[src/rtl/expression_lane_pipe.sv]
// expression_lane_pipe: LANES independent opcode-selected W-bit expression lanes
// evaluated combinationally, followed by an elastic DEPTH-stage valid/ready pipe
// with collapsing bubbles and an accepted-beat counter.

// One lane: opcode-selected expression on W-bit operands, signed or unsigned.
module expression_lane_op #(
    parameter int W = 6
) (
    input  logic [W-1:0] a_i,
    input  logic [W-1:0] b_i,
    input  logic         sgn_i,
    input  logic [2:0]   op_i,
    output logic [W-1:0] y_o
);
    localparam int SW = $clog2(W);
    localparam logic [SW:0] WLIM = (SW+1)'(W);

    logic [SW-1:0]       s;
    logic                s_big;
    logic                lt;
    logic signed [W-1:0] sra;

    assign s     = b_i[SW-1:0];
    assign s_big = {1'b0, s} >= WLIM;
    assign lt    = sgn_i ? ($signed(a_i) < $signed(b_i)) : (a_i < b_i);
    // Kept in its own signed net so the surrounding mux cannot turn >>> logical.
    assign sra   = $signed(a_i) >>> s;

    // Opcode mux; out-of-range shifts saturate to 0 or to the sign fill.
    always_comb begin
        y_o = '0;
        case (op_i)
            3'd0: y_o = a_i + b_i;
            3'd1: y_o = a_i - b_i;
            3'd2: y_o = a_i & b_i;
            3'd3: y_o = a_i ^ b_i;
            3'd4: y_o = s_big ? '0 : (a_i << s);
            3'd5: begin
                if (sgn_i) y_o = s_big ? {W{a_i[W-1]}} : sra;
                else       y_o = s_big ? '0 : (a_i >> s);
            end
            3'd6:    y_o = {{(W-1){1'b0}}, lt};
            default: y_o = {{(W-1){1'b0}}, (a_i == b_i)};
        endcase
    end
endmodule

module expression_lane_pipe #(
    parameter int LANES = 6,
    parameter int W     = 6,
    parameter int DEPTH = 2,
    parameter int CNTW  = 16
) (
    input  logic               clk,
    input  logic               reset,
    input  logic               in_valid,
    output logic               in_ready,
    input  logic [LANES*W-1:0] a,
    input  logic [LANES*W-1:0] b,
    input  logic [LANES-1:0]   sgn,
    input  logic [LANES*3-1:0] op,
    output logic               out_valid,
    input  logic               out_ready,
    output logic [LANES*W-1:0] y,
    output logic [CNTW-1:0]    beat_cnt
);
    logic [LANES-1:0][W-1:0]            eval;
    logic [DEPTH-1:0][LANES-1:0][W-1:0] data_q;
    logic [DEPTH-1:0]                   vld_q;
    logic [DEPTH-1:0]                   ld;
    logic [CNTW-1:0]                    cnt_q, cnt_d;
    logic                               accept;

    for (genvar i = 0; i < LANES; i++) begin : g_lane
        expression_lane_op #(.W(W)) u_lane (
            .a_i   (a[i*W +: W]),
            .b_i   (b[i*W +: W]),
            .sgn_i (sgn[i]),
            .op_i  (op[i*3 +: 3]),
            .y_o   (eval[i])
        );
    end

    // Stage i may load when empty or when its contents leave this cycle; the
    // chain runs from out_ready back to stage 0 so bubbles collapse.
    always_comb begin
        ld = '0;
        ld[DEPTH-1] = ~vld_q[DEPTH-1] | out_ready;
        for (int i = DEPTH-2; i >= 0; i--) ld[i] = ~vld_q[i] | ld[i+1];
    end

    assign in_ready  = ld[0];
    assign accept    = in_valid & in_ready;
    assign cnt_d     = accept ? cnt_q + CNTW'(1) : cnt_q;
    assign out_valid = vld_q[DEPTH-1];
    assign y         = data_q[DEPTH-1];
    assign beat_cnt  = cnt_q;

    // Pipe advance; data registers only capture a real beat, so y holds otherwise.
    always_ff @(posedge clk) begin
        if (reset) begin
            vld_q  <= '0;
            data_q <= '0;
            cnt_q  <= '0;
        end else begin
            if (ld[0])  vld_q[0]  <= in_valid;
            if (accept) data_q[0] <= eval;
            for (int i = 1; i < DEPTH; i++) begin
                if (ld[i])               vld_q[i]  <= vld_q[i-1];
                if (ld[i] && vld_q[i-1]) data_q[i] <= data_q[i-1];
            end
            cnt_q <= cnt_d;
        end
    end
endmodule

[config.mk]
export PLATFORM = sky130hd
export DESIGN_NAME = expression_lane_pipe
export DESIGN_NICKNAME = d
export VERILOG_FILES = /design/src/rtl/expression_lane_pipe.sv
export SDC_FILE = /design/constraint.sdc
export NUM_CORES = 1
export LEC_CHECK = 0
export ABC_AREA = 1
export BUFFER_PORTS_ARGS = -buffer_cell sky130_fd_sc_hd__buf_2
export CAP_MARGIN = 20
export CELL_PAD_IN_SITES_DETAIL_PLACEMENT = 1
export CELL_PAD_IN_SITES_GLOBAL_PLACEMENT = 1
export CORE_ASPECT_RATIO = 1.1
export CORE_UTILIZATION = 41
export CTS_BUF_LIST = sky130_fd_sc_hd__clkbuf_8
export DETAILED_ROUTE_END_ITERATION = 10
export GPL_TIMING_DRIVEN = 0
export PLACE_DENSITY = 0.94
export SYNTH_ARGS = -nofsm -noshare
export SYNTH_HDL_FRONTEND = slang
export SYNTH_SLANG_ARGS = --single-unit
[constraint.sdc]
create_clock -name clk -period 2.4 [get_ports clk]
set_input_delay 0.48 -clock clk [delete_from_list [all_inputs] [get_ports clk]]
set_output_delay 0.48 -clock clk [all_outputs]
set_load 0.01 [all_outputs]
==> results.sh <==
export IMPL_reg2reg_from="vld_q[1]$_SDFFE_PP0P_"
export IMPL_first_global_vias=12700
export IMPL_cp_max_fo=7
export IMPL_setup_viol=0
export IMPL_synthesis_yosys_warnings=0
export IMPL_die_h_um=170
export IMPL_syn2layout_area_growth_pct=12.7
export IMPL_insertedDiodeCount=0
export IMPL_tightest_slew_ns=0.710
export IMPL_netSwitchingFraction=0.404
export IMPL_antenna_found_initial=0
export IMPL_dpl_hpwl_mm=31.3
export IMPL_dp_cells=2321
export IMPL_reg2regPathDepth=7
export IMPL_synth_top_area_share=0.203
export IMPL_drive_gt1_frac=0.138
export IMPL_vias_per_cell=5.38
export IMPL_first_iter_violations=657
export IMPL_finalCriticalPeriod_ns=2.12
export IMPL_place_ws_ns=-0.0828
export IMPL_final_cells=2337
export IMPL_cts_path_max_buffers=2
export IMPL_placed_cell_area_mm2=0.0116
export IMPL_finalCritPeriodShare=0.883
export IMPL_synth_area_mm2=0.0105
export IMPL_rrSetupSlack_ns=0.77
export IMPL_wl_per_cell_um=16.1
export IMPL_cts_hold_buf=0
export IMPL_nNetsFinal=2213
export IMPL_synth_nets=2054
export IMPL_p_leak_nw=6.33
export IMPL_crit_start="b[19]"
export IMPL_p_switching_w=0.00186
export IMPL_yosys_area_top_type="nand2_1"
export IMPL_rsz0062_at_grt="no"
export IMPL_ys_top_cells_by_count="565 x nand2_1, 237 x nand3_1, 231 x inv_1, 226 x nor2_1, 116 x a21oi_1"
export IMPL_fmax_ghz=0.472
export IMPL_hold_end="data_q[2]$_SDFFE_PP0P_"
export IMPL_holdCritStartpoint="data_q[2]$_SDFFE_PP0P_"
export IMPL_synth_edf_count=0
export IMPL_insertion_delay_ns=0.37
export IMPL_dr_pass1_iters=5
export IMPL_grt_overflow_total=0
export IMPL_power_density_mw_per_mm2=390
export IMPL_num_vias=12600
export IMPL_ctsRootBufferMaster="clkbuf_8"
export IMPL_grt_pass1_wl_mm=61.4
export IMPL_syn_inst=1863
export IMPL_hold_viol_final=0
export IMPL_cp_start_kind="input pin"
export IMPL_grt_max_degree=16
export IMPL_drc=0
export IMPL_die_x_um=154
export IMPL_hp_class="register to register"
export IMPL_synth_top_cells_by_area="nand2_1 20%, dfxtp_1 17%, nand3_1 11%"
export IMPL_dieArea_mm2=0.0262
export IMPL_synthArstFlopShare=0
export IMPL_post_synth_cell_area_avg_um2=5.62
export IMPL_worstPathArrival_ns=2.35
export IMPL_intPower_w=0.00275
export IMPL_ant_nets=0
export IMPL_ys_flop_type="dfxtp_1"
export IMPL_run_status="completed"
export IMPL_report_final_slew_viol_count=0
export IMPL_portBuffers=148
export IMPL_rows=60
export IMPL_critPathKind="input pin to register"
export IMPL_finalInstanceArea_mm2=0.0118
export IMPL_min_path_cells=2
export IMPL_ys_ff_latch=90
export IMPL_total_power_w=0.00461
export IMPL_clock_sinks=90
export IMPL_max_cap_viol_count=0
export IMPL_worstReg2RegEnd="y[12]$_SDFFE_PP0P_"
export IMPL_skew_ns=0.00973
export IMPL_cp_end_kind="register"
export IMPL_post_cts_buffers=0
export IMPL_place_gp_congestion=0.946
export IMPL_wl_mm=37.7
export IMPL_io_pins=154
export IMPL_synth_cell_type_count=38
export IMPL_h_tree_depth=3
export IMPL_cts_resized=0
export IMPL_comb_power_share=0.414
export IMPL_fin_ws_ns=0.280
export IMPL_irDropWorstVdd_mv=0.276
export IMPL_power_share_sequential=0.353
export IMPL_yosys_cell_count_top_type="nand2_1"
export IMPL_grt_use_total=0.288
export IMPL_slew_headroom=0.523
export IMPL_start_util=0.423
export IMPL_final_core_util=0.476
export IMPL_cp_required_ns=2.63
export IMPL_clock_power_share=0.233
export IMPL_coreArea_mm2=0.0248
export IMPL_yosysSeqAreaShare=0.172
export IMPL_cts_buffers=9
export IMPL_clkTransAtPathRegs_ns=0.10
export IMPL_tritoncts="done"
[cells in the final DEF, fill, tap and decap left out, types with 4 or more instances in the layout]
master	Yosys	final
a21oi_1	116	116
a22oi_1	5	5
buf_2	35	183
buf_4	39	39
clkbuf_1	15	15
clkbuf_2	7	7
clkbuf_8	0	10
dfxtp_1	90	90
fa_1	12	12
ha_1	79	79
inv_1	231	232
inv_2	6	6
nand2_1	565	565
nand2_2	4	4
nand3_1	237	237
nand4_1	34	34
nor2_1	226	226
nor2_2	11	11
nor3_1	12	12
nor3_2	8	8
o211ai_1	11	11
o21ai_0	79	79
o21ai_1	8	8
o22ai_1	5	5
xor2_1	4	4
[per-stage QoR]
step	setup TNS, ns	hold WS, ns
after floorplan	0	0.441
after global placement	-0.0144	0.449
after detailed placement	-0.108	0.453
after CTS	0	0.463
after global routing	0	0.481
final	0	0.469
[routing by layer]
layer / up-vias / track usage / share of wire
met5: - / 0 / 0
met4: 0 / 0.0938 / 0.024
met3: 68 / 0.0215 / 0.033
met2: 285 / 0.534 / 0.50
met1: 5967 / 0.352 / 0.45
li1: 6252 / - / -
[worst max-delay path, stage by stage]
cell,delay [ns]
buf_2,0.12
clkbuf_2,0.21
inv_1,0.17
fa_1,0.47
or2_2,0.33
nand2_1,0.08
nand2_1,0.06
nand2_1,0.06
nand2_1,0.05
nand3_1,0.06
nand3_1,0.11
nand2_1,0.08
a21oi_1,0.07
[state kept, by name (all words and copies together) (netlist names)]
register  cells
y            36
beat_cnt     16
data_q       36
vld_q         2
[power groups by stage]
stage               Sequential, W  Clock (W)  Combinational, W
floorplan                 0.00165          0           0.00125
global route              0.00164    0.00114           0.00214
finish                    0.00163    0.00107           0.00191
global placement          0.00166          0           0.00180
CTS                       0.00163    0.00109           0.00189
detailed placement        0.00166          0           0.00188
[worst max-delay path by stage]
stage	endpoint	slack (ns)
6_report	data_q[22]$_SDFFE_PP0P_	0.28
4_1_cts	data_q[22]$_SDFFE_PP0P_	0.31
5_1_grt	data_q[24]$_SDFFE_PP0P_	0.16
2_1_floorplan	data_q[22]$_SDFFE_PP0P_	0.40
3_5_place_dp	data_q[22]$_SDFFE_PP0P_	-0.08
3_3_place_gp	data_q[22]$_SDFFE_PP0P_	-0.01
[cells by family after synthesis]
family / share of synthesized area
compound gates: 0.119
simple gates: 0.447
fa+ha+maj: 0.117
xor+xnor: 0.00586
buf+inv: 0.139
flops: 0.172
[area by class of cell]
| cell class | count | area (um2) |
|---|---|---|
| plain buffers | 96 | 559 |
| clock buffers | 10 | 138 |
| clock inverters | 6 | 63.8 |
| fillers | 3652 | 13000 |
| inverters | 240 | 901 |
| multi-input cells | 1437 | 7210 |
| flip-flops and latches | 90 | 1800 |
| well taps | 310 | 388 |
| repair buffers | 148 | 741 |
No activity file was read; power rests on OpenSTA's default activity.
